File: src/rtl/ifu_pkg.sv
// Shared types and constants for the instruction fetch unit.
package ifu_pkg;

  // Fetch FSM states; StHalt is only reachable when misalignment checking is built in.
  typedef enum logic [1:0] {
    StIdle = 2'd0,
    StRun  = 2'd1,
    StHalt = 2'd2
  } fetch_state_e;

  // Byte increment between sequential instructions.
  localparam int unsigned PcIncr = 4;

  // Default first fetch address after boot.
  localparam logic [31:0] ResetPcDefault = 32'h0000_0000;

endpackage

File: src/rtl/ifu_fetch_fifo.sv
// Two-entry packet FIFO between fetch and decode.
// Flush empties the FIFO but leaves the read pointer in place, so the head slot (and the
// packet outputs driven from it) keeps its last value until a new packet is written.
module ifu_fetch_fifo #(
  parameter int unsigned DW = 64
) (
  input  logic          clk,
  input  logic          rst,
  input  logic          i_flush,
  input  logic          i_push,
  input  logic [DW-1:0] i_data,
  input  logic          i_pop,
  output logic [DW-1:0] o_head,
  output logic [1:0]    o_count
);

  logic [DW-1:0] mem_q [2];
  logic          wr_ptr_q, wr_ptr_d;
  logic          rd_ptr_q, rd_ptr_d;
  logic [1:0]    count_q, count_d;
  logic          push_ok, pop_ok;

  // Pointer and occupancy update; flush overrides push and pop.
  always_comb begin
    pop_ok   = i_pop && (count_q != 2'd0);
    push_ok  = i_push && !i_flush && (count_q != 2'd2);
    rd_ptr_d = rd_ptr_q ^ pop_ok;
    wr_ptr_d = wr_ptr_q ^ push_ok;
    count_d  = count_q + {1'b0, push_ok} - {1'b0, pop_ok};
    if (i_flush) begin
      rd_ptr_d = rd_ptr_q;
      wr_ptr_d = rd_ptr_q;
      count_d  = 2'd0;
    end
  end

  // Storage and pointer registers.
  always_ff @(posedge clk or posedge rst) begin
    if (rst) begin
      mem_q[0] <= '0;
      mem_q[1] <= '0;
      wr_ptr_q <= 1'b0;
      rd_ptr_q <= 1'b0;
      count_q  <= 2'd0;
    end else begin
      if (push_ok) begin
        mem_q[wr_ptr_q] <= i_data;
      end
      wr_ptr_q <= wr_ptr_d;
      rd_ptr_q <= rd_ptr_d;
      count_q  <= count_d;
    end
  end

  assign o_head  = mem_q[rd_ptr_q];
  assign o_count = count_q;

endmodule

File: src/rtl/ifu_fetch.sv
// Instruction fetch stage: owns the PC, drives the synchronous imem read port and hands
// {pc, instr} packets to decode through a two-entry FIFO.
// Optional build macro IFU_MISALIGN_CHK_EN: a redirect to a non word-aligned target halts
// fetch and raises a sticky o_misalign_exc; otherwise low PC bits are ignored.
module ifu_fetch
  import ifu_pkg::*;
#(
  parameter int unsigned           PC_WIDTH    = 32,
  parameter int unsigned           INSTR_WIDTH = 32,
  parameter int unsigned           MEM_DEPTH   = 2048,
  parameter int unsigned           MEM_DEPTH_W = 11,
  parameter logic [PC_WIDTH-1:0]   RESET_PC    = PC_WIDTH'(ResetPcDefault)
) (
  input  logic                   clk,
  input  logic                   rst,
  input  logic                   i_boot_done,
  input  logic                   i_redirect,
  input  logic [PC_WIDTH-1:0]    i_redirect_pc,
  output logic                   o_imem_ren,
  output logic [MEM_DEPTH_W-1:0] o_imem_addr,
  input  logic [INSTR_WIDTH-1:0] i_imem_instr,
  output logic                   o_if_valid,
  input  logic                   i_id_ready,
  output logic [PC_WIDTH-1:0]    o_if_pc,
  output logic [INSTR_WIDTH-1:0] o_if_instr,
  output logic                   o_misalign_exc
);

  // Word-address width derived from the memory depth; equals MEM_DEPTH_W when configured sanely.
  localparam int unsigned AddrW = $clog2(MEM_DEPTH);
  localparam int unsigned PktW  = PC_WIDTH + INSTR_WIDTH;

  fetch_state_e          state_q, state_d;
  logic [PC_WIDTH-1:0]   fetch_pc_q, fetch_pc_d;
  logic                  inflight_q, inflight_d;
  logic [PC_WIDTH-1:0]   inflight_pc_q, inflight_pc_d;
  logic                  inflight_epoch_q, inflight_epoch_d;
  logic                  epoch_q, epoch_d;

  logic                  pop, push, issue, redirect_run;
  logic [2:0]            occupancy;
  logic [1:0]            fifo_count;
  logic [PktW-1:0]       fifo_head;

`ifdef IFU_MISALIGN_CHK_EN
  logic                  misalign_q, misalign_d;
`endif

  // Handshake, issue and capture decisions for the current cycle.
  always_comb begin
    pop          = o_if_valid && i_id_ready;
    redirect_run = i_redirect && (state_q == StRun);
    // Slots already committed (buffered plus in flight) once this cycle's pop retires.
    occupancy    = {1'b0, fifo_count} + {2'b00, inflight_q} - {2'b00, pop};
    issue        = (state_q == StRun) && !i_redirect && (occupancy < 3'd2);
    // A reply belongs to the current epoch only if no redirect has happened since its issue.
    push         = inflight_q && (inflight_epoch_q == epoch_q) && !redirect_run;
  end

  // Next-state for FSM, PC and in-flight tracking.
  always_comb begin
    state_d          = state_q;
    fetch_pc_d       = fetch_pc_q;
    epoch_d          = epoch_q ^ redirect_run;
    inflight_d       = issue;
    inflight_pc_d    = issue ? fetch_pc_q : inflight_pc_q;
    inflight_epoch_d = epoch_q;
`ifdef IFU_MISALIGN_CHK_EN
    misalign_d       = misalign_q;
`endif

    unique case (state_q)
      StIdle: begin
        if (i_boot_done) state_d = StRun;
      end
      StRun: begin
`ifdef IFU_MISALIGN_CHK_EN
        if (i_redirect && (i_redirect_pc[1:0] != 2'b00)) begin
          state_d    = StHalt;
          misalign_d = 1'b1;
        end
`endif
      end
      StHalt: begin
        state_d = StHalt;
      end
      default: state_d = StIdle;
    endcase

    if (i_redirect && (state_q != StHalt)) begin
      fetch_pc_d = i_redirect_pc;
    end else if (issue) begin
      fetch_pc_d = fetch_pc_q + PC_WIDTH'(PcIncr);
    end
  end

  // All fetch state registers.
  always_ff @(posedge clk or posedge rst) begin
    if (rst) begin
      state_q          <= StIdle;
      fetch_pc_q       <= RESET_PC;
      inflight_q       <= 1'b0;
      inflight_pc_q    <= '0;
      inflight_epoch_q <= 1'b0;
      epoch_q          <= 1'b0;
`ifdef IFU_MISALIGN_CHK_EN
      misalign_q       <= 1'b0;
`endif
    end else begin
      state_q          <= state_d;
      fetch_pc_q       <= fetch_pc_d;
      inflight_q       <= inflight_d;
      inflight_pc_q    <= inflight_pc_d;
      inflight_epoch_q <= inflight_epoch_d;
      epoch_q          <= epoch_d;
`ifdef IFU_MISALIGN_CHK_EN
      misalign_q       <= misalign_d;
`endif
    end
  end

  ifu_fetch_fifo #(
    .DW (PktW)
  ) u_fifo (
    .clk     (clk),
    .rst     (rst),
    .i_flush (redirect_run),
    .i_push  (push),
    .i_data  ({inflight_pc_q, i_imem_instr}),
    .i_pop   (pop),
    .o_head  (fifo_head),
    .o_count (fifo_count)
  );

  assign o_imem_ren  = issue;
  assign o_imem_addr = fetch_pc_q[AddrW+1:2];
  assign o_if_valid  = (fifo_count != 2'd0);
  assign o_if_pc     = fifo_head[INSTR_WIDTH +: PC_WIDTH];
  assign o_if_instr  = fifo_head[INSTR_WIDTH-1:0];

`ifdef IFU_MISALIGN_CHK_EN
  assign o_misalign_exc = misalign_q;
`else
  assign o_misalign_exc = 1'b0;
`endif

endmodule

File: config.mk
export PLATFORM = sky130hd
export DESIGN_NAME = ifu_fetch
export DESIGN_NICKNAME = d
export VERILOG_FILES = /design/src/rtl/ifu_pkg.sv /design/src/rtl/ifu_fetch_fifo.sv /design/src/rtl/ifu_fetch.sv
export SDC_FILE = /design/constraint.sdc
export NUM_CORES = 1
export LEC_CHECK = 0
export ABC_AREA = 1
export CORE_UTILIZATION = 54
export CTS_CLUSTER_DIAMETER = 120
export CTS_CLUSTER_SIZE = 10
export DETAILED_ROUTE_END_ITERATION = 16
export GPL_ROUTABILITY_DRIVEN = 0
export PLACE_DENSITY = 0.81
export SLEW_MARGIN = 40
export SYNTH_ARGS = -nofsm -noshare
export SYNTH_HDL_FRONTEND = slang
export SYNTH_SLANG_ARGS = --single-unit
export TNS_END_PERCENT = 100
File: constraint.sdc
create_clock -name clk -period 9.2 [get_ports clk]
set_input_delay 1.84 -clock clk [delete_from_list [all_inputs] [get_ports clk]]
set_output_delay 1.84 -clock clk [all_outputs]
set_load 0.01 [all_outputs]
==> results of run 1 <==
-- routing by layer --
layer | wire [um] | track usage (%)
met1 | 9750 | 34.1
met2 | 9770 | 38.1
met3 | 1080 | 2.95
met4 | 267 | 5.37
met5 | 0 | 0
-- area by class of cell --
type / count / area (um^2)
Tap cell: 225 / 282
Fill cell: 1391 / 5610
Inverter: 125 / 482
Clock inverter: 1 / 8.76
Sequential cell: 201 / 5030
Clock buffer: 27 / 633
Multi-Input combinational cell: 700 / 3630
Timing Repair Buffer: 150 / 1500
-- state kept, by name, summed over array words and instances, names as in the netlist, 2 cells and up --
signal	cells
fetch_pc_q	32
inflight_pc_q	32
state_q	2
u_fifo.mem_q	128
u_fifo.o_count	2
-- synth_stat cells, drive strengths merged, types with 3 or more instances --
library cell,instances
inv,125
xor2,3
clkbuf,25
buf,39
a21oi,7
mux2,64
dfrtp,201
o21ai,176
nand3,49
nand2,318
ha,6
nor2,62
-- worst max-delay path, cell delays in order --
cell             delay (ns)
clkdlybuf4s50_1        0.45
o21a_1                 0.14
ha_1                   0.23
inv_1                  0.07
nand2_1                0.07
fa_1                   0.48
nand2_1                0.05
nor2_1                 0.10
nand2_2                0.08
inv_2                  0.41
clkdlybuf4s50_1        0.66
-- metrics by stage --
| stage | std cells | total power, mW | hold slack (ns) |
|---|---|---|---|
| final | 1429 | 4.08 | 0.449 |
| after global routing | 1429 | 4.38 | 0.461 |
| after CTS | 1429 | 4.11 | 0.454 |
| after detailed placement | 1401 | 3.28 | 0.443 |
| after global placement | 1401 | 3.20 | 0.421 |
| after floorplan | 1090 | 2.57 | 0.409 |
-- power breakdown --
| group | total [mW] | internal, mW | switching [mW] |
|---|---|---|---|
| logic | 1.71 | 0.780 | 0.934 |
| clock network | 0.802 | 0.479 | 0.323 |
| registers | 1.56 | 1.30 | 0.262 |
| total | 4.08 | 2.56 | 1.52 |
-- cells by family (layout without fill, tap and decap cells) --
logic type / Yosys count / in the layout
adders and majority gates: 7 / 7
xor gates and xnor gates: 5 / 5
and+or+nand+nor: 434 / 434
AOI/OAI and AO/OA: 189 / 189
buffers and inverters: 189 / 303
DFF: 201 / 201
other: 1 / 1
muxes: 64 / 64
-- worst min-delay path by stage --
stage | to | slack (ns)
2_1_floorplan | inflight_epoch_q | 0.41
3_3_place_gp | inflight_epoch_q | 0.42
3_5_place_dp | inflight_epoch_q | 0.44
4_1_cts | inflight_epoch_q | 0.45
5_1_grt | inflight_epoch_q | 0.46
6_report | inflight_epoch_q | 0.45
==> impl_metrics.json, run 1 <==
{
  "run_status": "finished, final reports clean",
  "grt_first_pass_wirelength_um": 34400,
  "layout_setup_ws_ns": 2.76,
  "r2r_cells": 13,
  "finalClockSkew_ns": 0.0107,
  "num_io_pins": 147,
  "drv_slew": 0,
  "worst_ep_arrival_time_ns": 4.60,
  "mappedNetlistNets": 1166,
  "cts_inserted_buffers": 24,
  "worst_pin_slew_ns": 0.759,
  "tritoncts_clock_tree": "built",
  "multiplexer_fraction_of_the_synthesized_cell_area_pct": 7.62,
  "setup_viol_count_final": 0,
  "startpoint": "i_id_ready",
  "maxCapViolCount": 0,
  "leakagePower_nw": 5.30,
  "synth_adder_area_share_pct": 1.01,
  "ys_dominant_reg_cell": "dfrtp_1",
  "syn_to_final_growth_pct": 22.3,
  "timing.rr.end": "fetch_pc_q[15]",
  "num-nets-final": 1278,
  "vias_in_the_first_global_route": 7010,
  "syn-cell-area_um2": 9460,
  "wl_per_cell_um": 14.6,
  "synth-seq-cells": 201,
  "worst_hold_path_type": "register to register",
  "synth_top_cells_by_area": "dfrtp_1 (53%), nand2_1 (12%), o21ai_0 (8.8%)",
  "synth_top_family_by_area": "simple AND/OR/NAND/NOR gates",
  "dieHeight_um": 134,
  "synth-compound-area-share_pct": 10.1,
  "ctsLongestPathBuffers": 3,
  "worst_hold_path.num_cells": 0,
  "critPathKind": "input port to output pin",
  "period_needed_ns": 6.44,
  "dp_slack_ns": 2.79,
  "standard_cell_area_after_detailed_placement_um2": 10900,
  "synth_top_area_share_pct": 53.2,
  "critical_path.reg2reg.startpoint": "u_fifo.o_count[1]",
  "via_per_inst": 5.19,
  "totalNegativeSetupSlack_ns": 0,
  "timing.critical_path.from_type": "input port",
  "finish.instance_area_um2": 11600,
  "worst-path-max-fanout": 30,
  "final_cell_mix": "nand2_1 (309), dfrtp_1 (200), o21ai_0 (167)",
  "synth_xor_xnor_area_share_pct": 0.463,
  "initial_utilization_pct": 55.1,
  "cts.root.buffer_cell": "clkbuf_16",
  "end_kind": "output pin",
  "chipWidth_um": 134,
  "hold_viol": 0,
  "r2r_slack_ns": 6.02,
  "maximum_number_of_pins_on_one_net_before_global_route_repair": 130,
  "synth-edff-count": 0,
  "worst_setup_path_endpoint": "o_imem_ren",
  "cts.clk_slew.worst_paths_ns": 0.05,
  "synth_cells": 1090,
  "grt_antenna_before_repair": 0,
  "yosysWarnings": 0,
  "yosys.area_share.simple_pct": 19.0,
  "antenna_left": 0,
  "synth_async_sr_flop_share_pct": 100,
  "die_area_um2": 18000,
  "core.rowCount": 48,
  "first_drt_iteration_drcs": 467,
  "hold_path.startpoint": "epoch_q",
  "numClockSinks": 201,
  "yosys.cell_types.count": 32,
  "final_min_period_over_clock_period_pct": 70.0,
  "drcViolationCount": 0,
  "pwr_density_cell_nw_per_um2": 352,
  "postSynthAreaPerCell_um2": 8.68,
  "core_um2": 17200,
  "post_cts_resized": 0,
  "timing.fmax_ghz": 0.155,
  "post_cts_buffers": 0,
  "ir_drop_uv": 214,
  "cts.htree.levels": 1,
  "route.vias.total": 7418,
  "hpwl_reported_at_the_end_of_detailed_placement_um": 13600,
  "port_buffers": 145,
  "grt_setup_unrepaired": "no",
  "global_route.overflow_total": 0,
  "drt_pre_antenna_iters": 5,
  "layout.cells.most_common": "nand2_1",
  "synth_seq_area_share_pct": 53.2,
  "worst_slew_margin_rel_pct": 49.4,
  "grt_use_total_pct": 23.6,
  "cts_hold_repair.buffers": 0,
  "final_core_utilization_pct": 67.4,
  "routed_wl_um": 20900,
  "clock_insertion_delay_worst_skew_ns": 0.49,
  "cp.required_ns": 7.36,
  "n_antenna_cell": 0,
  "largest_area_contributor_in_the_netlist": "dfrtp_1",
  "post_route_cells_drive_above_1_share_pct": 10.6
}
(Power assumes the default switching activity.)
==> run 2, diff against run 1 <==
- clock period: 9.2 -> 6 ns (I/O delays scaled with it)
==> impl_metrics.json, run 2 (synthesized netlist as in run 1, its figures left out) <==
{
  "port_buffers": 145,
  "post_route_cells_drive_above_1_share_pct": 11.0,
  "final_min_period_over_clock_period_pct": 78.6,
  "dp_slack_ns": 1.29,
  "route.vias.total": 7510,
  "fin_cells": 1434,
  "cp.required_ns": 4.80,
  "hpwl_reported_at_the_end_of_detailed_placement_um": 14100,
  "routed_wl_um": 20700,
  "worst-path-max-fanout": 2,
  "timing.critical_path.slowest_cell_delay_ns": 0.54,
  "ctsLongestPathBuffers": 3,
  "grt_setup_unrepaired": "no",
  "worst_pin_slew_ns": 0.735,
  "power_frac_seq_pct": 38.0,
  "cts_hold_repair.buffers": 0,
  "first_drt_iteration_drcs": 440,
  "hold_viol": 0,
  "tritoncts_clock_tree": "built",
  "vias_in_the_first_global_route": 7179,
  "net-switching-power_mw": 2.33,
  "drt_pre_antenna_iters": 5,
  "cts.htree.levels": 1,
  "run_status": "finished, final reports clean",
  "n_antenna_cell": 0,
  "timing.critical_path.from_type": "input port",
  "num-nets-final": 1283,
  "routed-wl-met3_um": 1180,
  "grt_antenna_before_repair": 0,
  "num_io_pins": 147,
  "cts.clk_slew.worst_paths_ns": 0.05,
  "leakagePower_nw": 5.34,
  "reg_top3": "u_fifo.mem_q (128), fetch_pc_q (32), inflight_pc_q (32)",
  "maximum_number_of_pins_on_one_net_before_global_route_repair": 131,
  "global_route.overflow_total": 0,
  "post_cts_buffers": 0,
  "cts.root.buffer_cell": "clkbuf_16",
  "cpLargestDelayFamily": "buffers and inverters",
  "top_register": "u_fifo.mem_q",
  "drcViolationCount": 0,
  "maxCapViolCount": 0,
  "post_cts_resized": 0,
  "dieHeight_um": 134,
  "route.layer.met1.wl_um": 9340,
  "placedCellCount": 1406,
  "via_per_inst": 5.24,
  "core.rowCount": 48,
  "initial_utilization_pct": 55.1,
  "p_clk_share_pct": 19.6,
  "die_area_um2": 18000,
  "syn_to_final_growth_pct": 23.3,
  "comb_power_share_pct": 42.4,
  "critPathKind": "input port to output pin",
  "final_core_utilization_pct": 67.9,
  "design_power_mw": 6.29,
  "end_kind": "output pin",
  "finalClockSkew_ns": 0.0124,
  "layout_setup_ws_ns": 1.28,
  "ir_drop_uv": 357,
  "worst_hold_path_type": "register to register",
  "path_buf_inv": 4,
  "setup_viol_count_final": 0,
  "antenna_left": 0,
  "numClockSinks": 201,
  "chipWidth_um": 134,
  "top_layer": "met4",
  "pwr_density_cell_nw_per_um2": 540,
  "wl_per_cell_um": 14.4,
  "grt_first_pass_wirelength_um": 34400,
  "period_needed_ns": 4.72,
  "largest_reg_flops": 128,
  "worst_slew_margin_rel_pct": 51.0,
  "detailed_route_wirelength_on_metal2_um": 9780,
  "ordered_list_of_cells_on_the_worst_path": "clkdlybuf4s50_1 -> o21a_1 -> ha_1 -> inv_1 -> nand2_1 -> fa_1 -> nand2_1 -> nor2_1 -> nand2_2 -> inv_2 -> clkdlybuf4s50_1",
  "worst_ep_arrival_time_ns": 3.52,
  "grt_use_total_pct": 23.4,
  "cts_inserted_buffers": 24,
  "worst_path_max_delay_cell": "clkdlybuf4s50_1",
  "internal_power_mw": 3.96,
  "clock_insertion_delay_worst_skew_ns": 0.50,
  "totalNegativeSetupSlack_ns": 0,
  "core_um2": 17200,
  "final_cell_mix": "nand2_1 (309), dfrtp_1 (200), o21ai_0 (167)",
  "switching_fraction_of_total_power_pct": 37.0,
  "timing.fmax_ghz": 0.212,
  "drv_slew": 0,
  "layout.cells.most_common": "nand2_1"
}
run 2: cell types whose count changed in the layout (fill, tap and decap cells not counted), sizes merged:
cell,change
buf,+5
clkinvlp,+1
inv,-1
run 2: power groups by stage:
stage | clock network, mW | registers (mW) | logic [mW]
floorplan | 0 | 2.26 | 1.68
global route | 1.31 | 2.47 | 2.97
detailed placement | 0 | 2.40 | 2.68
global placement | 0 | 2.46 | 2.46
finish | 1.23 | 2.39 | 2.67
CTS | 1.26 | 2.38 | 2.70
run 2: metrics by stage:
stage	hold WS [ns]	area [um^2]
after floorplan	0.409	9460
after global placement	0.422	10900
after detailed placement	0.432	11000
after CTS	0.443	11700
after global routing	0.467	11700
final	0.438	11700
run 2: cell type report:
class	count	area, um^2
fill	1398	5520
clock inverter	1	8.76
clock buffer	27	633
tap	225	282
sequential	201	5030
inverter	125	473
timing repair buffer	155	1590
multi-input combinational	700	3630
run 2: final timing paths:
check,to,startpoint,depth (start not counted),slack [ns]
max,o_imem_ren,i_id_ready,11,1.28
min in group asynchronous,u_fifo.mem_q[2],rst,3,1.25
max in group asynchronous,u_fifo.rd_ptr_q,rst,3,4.20
min,inflight_epoch_q,epoch_q,0,0.44
max reg2reg,fetch_pc_q[15],u_fifo.o_count[1],14,2.86
min reg2reg,inflight_epoch_q,epoch_q,0,0.44
run 2: routing by layer:
metal	track usage (%)	up-vias
met5	0	-
met4	6.18	0
met3	3.17	31
met2	38.7	235
met1	32.7	3573
li1	-	3671
